File: src/rtl/vlane_div_unit.sv
// vlane_div_unit: iterative restoring divider for one vector lane.
// Executes vdivu/vdiv/vremu/vrem on SEW 8/16/32 elements, one quotient bit per cycle.
// Division by zero and signed overflow return RISC-V non-trapping results without iterating.
//
// Ports:
//   CLK, RST       clock, synchronous active-high reset
//   start_div      one-cycle request, only accepted while idle
//   vs2_data       dividend (low SEW bits used)
//   vs1_data       divisor  (low SEW bits used)
//   div_type       0 = quotient, 1 = remainder
//   is_signed_div  1 = two's-complement operands
//   sew            00 = 8, 01 = 16, 10/11 = 32
//   wdata_du       result, zero above SEW; held until the next result or reset
//   busy_du        unit occupied (DIVIDE and DONE)
//   done_du        one-cycle result-valid pulse
//   exception_du   constant 0
module vlane_div_unit #(
  parameter int unsigned WIDTH = 32
) (
  input  logic             CLK,
  input  logic             RST,
  input  logic             start_div,
  input  logic [WIDTH-1:0] vs2_data,
  input  logic [WIDTH-1:0] vs1_data,
  input  logic             div_type,
  input  logic             is_signed_div,
  input  logic [1:0]       sew,
  output logic [WIDTH-1:0] wdata_du,
  output logic             busy_du,
  output logic             done_du,
  output logic             exception_du
);

  localparam logic [1:0] StIdle   = 2'd0;
  localparam logic [1:0] StDivide = 2'd1;
  localparam logic [1:0] StDone   = 2'd2;

  localparam int unsigned CntW = $clog2(WIDTH + 1);

  // Sign- or zero-extend the low SEW bits to the full datapath.
  function automatic logic [WIDTH-1:0] ext_sew(input logic [WIDTH-1:0] x, input logic [1:0] s,
                                               input logic sgn);
    case (s)
      2'd0:    ext_sew = {{(WIDTH-8){sgn & x[7]}}, x[7:0]};
      2'd1:    ext_sew = {{(WIDTH-16){sgn & x[15]}}, x[15:0]};
      default: ext_sew = x;
    endcase
  endfunction

  function automatic logic [WIDTH-1:0] mask_sew(input logic [WIDTH-1:0] x, input logic [1:0] s);
    case (s)
      2'd0:    mask_sew = {{(WIDTH-8){1'b0}}, x[7:0]};
      2'd1:    mask_sew = {{(WIDTH-16){1'b0}}, x[15:0]};
      default: mask_sew = x;
    endcase
  endfunction

  logic [1:0]       state_q, state_d;
  logic [CntW-1:0]  cnt_q, cnt_d;
  logic [WIDTH-1:0] rem_q, rem_d;
  logic [WIDTH-1:0] quo_q, quo_d;
  logic [WIDTH-1:0] dsr_q, dsr_d;
  logic [WIDTH-1:0] wdata_q, wdata_d;
  logic [1:0]       sew_q, sew_d;
  logic             div_type_q, div_type_d;
  logic             q_neg_q, q_neg_d;
  logic             r_neg_q, r_neg_d;

  // Operand preparation, evaluated in the start cycle.
  logic [WIDTH-1:0] a_ext, b_ext, a_mag, b_mag, a_align, half;
  logic [CntW-1:0]  n_sew;
  logic             a_neg, b_neg, div_zero, sgn_ovf;

  always_comb begin
    a_ext = ext_sew(vs2_data, sew, is_signed_div);
    b_ext = ext_sew(vs1_data, sew, is_signed_div);
    a_neg = is_signed_div & a_ext[WIDTH-1];
    b_neg = is_signed_div & b_ext[WIDTH-1];
    a_mag = a_neg ? -a_ext : a_ext;
    b_mag = b_neg ? -b_ext : b_ext;
    // Dividend sits at the top of quo so its bits enter rem after exactly SEW shifts.
    case (sew)
      2'd0: begin
        a_align = {a_mag[7:0], {(WIDTH-8){1'b0}}};
        n_sew   = CntW'(8);
        half    = WIDTH'(1) << 7;
      end
      2'd1: begin
        a_align = {a_mag[15:0], {(WIDTH-16){1'b0}}};
        n_sew   = CntW'(16);
        half    = WIDTH'(1) << 15;
      end
      default: begin
        a_align = a_mag;
        n_sew   = CntW'(WIDTH);
        half    = WIDTH'(1) << (WIDTH - 1);
      end
    endcase
    div_zero = (b_ext == '0);
    // b_ext is all ones only for a sign-extended -1.
    sgn_ovf  = a_neg & (a_mag == half) & (b_ext == '1);
  end

  // One restoring step on the magnitudes.
  logic [WIDTH:0]   rem_sh;
  logic [WIDTH-1:0] rem_sub, rem_step, quo_step, q_fix, r_fix;
  logic             ge;

  always_comb begin
    rem_sh   = {rem_q, quo_q[WIDTH-1]};
    ge       = (rem_sh >= {1'b0, dsr_q});
    // The difference is below the divisor, so modular WIDTH-bit subtraction is exact.
    rem_sub  = rem_sh[WIDTH-1:0] - dsr_q;
    rem_step = ge ? rem_sub : rem_sh[WIDTH-1:0];
    quo_step = {quo_q[WIDTH-2:0], ge};
    q_fix    = q_neg_q ? -quo_step : quo_step;
    r_fix    = r_neg_q ? -rem_step : rem_step;
  end

  always_comb begin
    state_d    = state_q;
    cnt_d      = cnt_q;
    rem_d      = rem_q;
    quo_d      = quo_q;
    dsr_d      = dsr_q;
    wdata_d    = wdata_q;
    sew_d      = sew_q;
    div_type_d = div_type_q;
    q_neg_d    = q_neg_q;
    r_neg_d    = r_neg_q;
    case (state_q)
      StIdle: begin
        if (start_div) begin
          cnt_d      = n_sew;
          rem_d      = '0;
          quo_d      = a_align;
          dsr_d      = b_mag;
          sew_d      = sew;
          div_type_d = div_type;
          q_neg_d    = a_neg ^ b_neg;
          r_neg_d    = a_neg;
          if (div_zero) begin
            state_d = StDone;
            wdata_d = div_type ? mask_sew(vs2_data, sew) : mask_sew('1, sew);
          end else if (sgn_ovf) begin
            state_d = StDone;
            wdata_d = div_type ? '0 : mask_sew(vs2_data, sew);
          end else begin
            state_d = StDivide;
          end
        end
      end
      StDivide: begin
        cnt_d = cnt_q - CntW'(1);
        rem_d = rem_step;
        quo_d = quo_step;
        if (cnt_q == CntW'(1)) begin
          state_d = StDone;
          wdata_d = mask_sew(div_type_q ? r_fix : q_fix, sew_q);
        end
      end
      default: state_d = StIdle;
    endcase
  end

  always_ff @(posedge CLK) begin
    if (RST) begin
      state_q    <= StIdle;
      cnt_q      <= '0;
      rem_q      <= '0;
      quo_q      <= '0;
      dsr_q      <= '0;
      wdata_q    <= '0;
      sew_q      <= 2'd0;
      div_type_q <= 1'b0;
      q_neg_q    <= 1'b0;
      r_neg_q    <= 1'b0;
    end else begin
      state_q    <= state_d;
      cnt_q      <= cnt_d;
      rem_q      <= rem_d;
      quo_q      <= quo_d;
      dsr_q      <= dsr_d;
      wdata_q    <= wdata_d;
      sew_q      <= sew_d;
      div_type_q <= div_type_d;
      q_neg_q    <= q_neg_d;
      r_neg_q    <= r_neg_d;
    end
  end

  assign wdata_du     = wdata_q;
  assign busy_du      = (state_q != StIdle);
  assign done_du      = (state_q == StDone);
  assign exception_du = 1'b0;

endmodule

File: config.mk
export PLATFORM = sky130hd
export DESIGN_NAME = vlane_div_unit
export DESIGN_NICKNAME = d
export VERILOG_FILES = /design/src/rtl/vlane_div_unit.sv
export SDC_FILE = /design/constraint.sdc
export NUM_CORES = 1
export LEC_CHECK = 0
export CAP_MARGIN = 15
export CORE_MARGIN = 2
export CORE_UTILIZATION = 35
export DETAILED_ROUTE_END_ITERATION = 7
export DONT_BUFFER_PORTS = 1
export HOLD_SLACK_MARGIN = 0.03
export PLACE_DENSITY = 0.56
export SLEW_MARGIN = 20
export SYNTH_ARGS = -nofsm -noshare
export SYNTH_HDL_FRONTEND = slang
export SYNTH_SLANG_ARGS = --single-unit
File: constraint.sdc
create_clock -name CLK -period 6.1 [get_ports CLK]
set_input_delay 0.305 -clock CLK [delete_from_list [all_inputs] [get_ports CLK]]
set_output_delay 0.305 -clock CLK [all_outputs]
set_load 0.05 [all_outputs]
==> results.py <==
metrics = {
    "status": {
        "status": "complete, no violations",
    },
    "worst_setup_path": {
        "r2r_slack_ns": 1.30,
        "start_kind": "flop",
        "required_ns": 6.41,
        "cp-end-kind": "flop",
        "crit_fanout": 11,
        "criticalPathCategory": "reg2reg",
        "cp_data_arrival_time_ns": 5.12,
    },
    "synth": {
        "async_reset_ff_share_pct": 0,
        "yosysUniqueCellTypes": 100,
        "synthesis.nets": 1996,
        "yosysWarnings": 0,
        "ys_seq_area_share_pct": 21.3,
        "syn-cell-area_um2": 13200,
        "syn_avg_cell_area_um2": 7.04,
        "synth_top_flop_cell": "dfxtp_1",
        "synth-seq-cells": 141,
        "synth_edf_count": 0,
        "syn_inst": 1882,
    },
    "clocking": {
        "path_clk_slew_ns": 0.07,
        "cts_tree": "yes",
        "cts_buffer_depth": 2,
        "htree_levels": 4,
        "cts_sinks": 141,
        "postCtsSetupRepairBufs": 0,
        "root_buffer": "clkbuf_16",
        "cts_made_buffers": 17,
        "worstSkewPairLatency_ns": 0.44,
    },
    "route": {
        "dr_wl_met2_mm": 22.0,
        "drt_wl_total_mm": 53.1,
        "drtPass1Iterations": 6,
        "drtIter0Drc": 1711,
        "vias": 14200,
        "met1_length_mm": 24.6,
        "antenna_left": 0,
        "drc": 0,
        "via_per_inst": 6.15,
        "wl_per_cell_um": 23.0,
        "highest_layer": "met4",
        "wl_met3_mm": 4.54,
    },
    "sta": {
        "setup_tns_ns": 0,
        "setup_viol": 0,
        "slew_viol_final": 0,
        "hold_viol": 0,
        "worst_pin_slew_ns": 1.07,
        "timing.fmax_mhz": 208,
        "rsz0062_at_grt": "no",
        "finClkSkew_ns": 0.0139,
        "fin_crit_sh_pct": 78.7,
        "period_needed_ns": 4.80,
        "slew-limit-headroom_pct": 28.5,
    },
    "place": {
        "placed_area_um2": 13400,
        "gp_routability_congestion": 0.908,
        "place.port_buffers": 0,
        "hpwl_mm": 40.6,
        "placed_cells": 2272,
    },
    "global_route": {
        "overflow": 0,
        "grt_pass1_vias": 12800,
        "antenna_found_initial": 2,
        "grt_pass1_wl_mm": 80.3,
        "grt_usage_pct": 26.7,
        "grt_max_degree": 125,
    },
    "floorplan": {
        "die_w_um": 199,
        "rows": 71,
        "initial_core_util_pct": 35.3,
        "core-area_um2": 37500,
        "die_y_um": 199,
        "dieArea_um2": 39400,
        "ioPinCount": 106,
    },
    "cells_and_area": {
        "syn2layout_area_growth_pct": 6.42,
        "layoutNonFillerInstCount": 2308,
        "design_area_um2": 14100,
        "fin_nets": 1897,
        "final_layout_size_suffix_gt1_share_pct": 5.79,
    },
    "worst_hold_path": {
        "hold_class": "in2reg",
    },
    "run": {
        "maxCapViolations": 0,
    },
}
[state kept, by name, indices dropped and copies added, names as in the netlist]
name        count
q_neg_q         1
state_q         2
sew_q           2
cnt_q           6
quo_q          32
dsr_q          32
rem_q          32
wdata_du       32
r_neg_q         1
div_type_q      1
[critical path: stages, from the launching register on]
cell and delay [ns]:
dfxtp_1 0.37, ha_1 0.46, and4_1 0.37, nand4_2 0.19, a211oi_4 0.46, o311ai_2 0.13, buf_4 0.21, nand2_2 0.22
mux2i_1 0.35, ha_1 0.27, nand2_1 0.06, or4_4 0.51, a221oi_4 0.37, nand4_2 0.15, o21ai_0 0.24, xor2_1 0.21
o21ai_0 0.09
[synthesized netlist by cell type (25+ instances only)]
master	n	share of area (%)
a211oi_1	47	2.7
a21oi_1	179	6.8
a31oi_1	38	1.8
buf_2	25	0.94
clkbuf_1	94	2.7
dfxtp_1	141	21
ha_1	42	4.0
inv_1	56	1.6
mux2i_1	27	2.0
nand2_1	182	5.2
nand3_1	58	2.2
nor2_1	232	6.6
nor3_1	74	2.8
o21ai_0	111	4.2
o31ai_1	35	2.0
or3_1	25	1.2
xnor2_1	54	3.6
xor2_1	62	4.1
[routing by layer]
layer	global-route usage, %	vias up
li1	-	6726
met1	38.5	6721
met2	38.5	665
met3	5.37	87
met4	10.8	0
met5	0	-
[cell usage in the layout (no fill, tap or decap), types with 20 or more instances in the layout]
cell type,n
xor2_1,62
ha_1,42
a21o_1,20
o21ai_0,111
o31ai_1,35
or3_1,25
xnor2_1,54
nor3_1,74
nand4_1,23
a211oi_1,47
inv_1,56
nand3_1,58
dfxtp_1,141
a21oi_1,179
a31oi_1,38
nand2_1,180
mux2i_1,27
nor2_1,232
[path summary, 6_finish.rpt]
| kind | from | depth (start not counted) | to |
|---|---|---|---|
| worst max register to register | rem_q[11] | 16 | wdata_du[30] |
| worst min-delay path | vs1_data[3] | 2 | dsr_q[3] |
| worst max-delay path | rem_q[11] | 16 | wdata_du[30] |
| worst min register to register | dsr_q[24] | 2 | dsr_q[24] |
[what timing repair did]
action                    4_1_cts  5_1_grt
hold buffers                    3        0
hold endpoints to repair      124        0
gates resized for setup         0        0
[through the flow]
stage / worst slack, ns / util (%) / hold slack [ns]
after floorplan: 1.68 / - / 0.432
after global placement: 1.50 / 35.9 / 0.407
after detailed placement: 1.41 / 35.9 / 0.411
after CTS: 1.38 / 37.6 / 0.0310
after global routing: 1.06 / 37.6 / 0.0538
final: 1.30 / 37.6 / 0.0440
[kinds of logic (layout without fill, tap and decap cells)]
kind of cell	Yosys count	in the layout	share of synthesized area, %
compound gates	604	604	30.1
xor+xnor	117	117	7.79
fa+ha+maj	61	61	5.48
buf+inv	199	113	6.27
flops	141	141	21.3
mux	33	33	2.55
other cells	1	2	0.0283
simple gates	726	726	26.4
[area by class of cell]
type / count / area, µm²
antenna: 1 / 2.50
clock buffer: 17 / 425
clock inverter: 15 / 178
fill: 4038 / 23400
inverter: 60 / 225
multi-input combinational: 1542 / 9620
sequential: 141 / 2820
tap: 511 / 639
timing repair buffer: 21 / 183
Power is not shown: default switching activity piles up to over one toggle a cycle in this logic, so the estimate is an artifact.
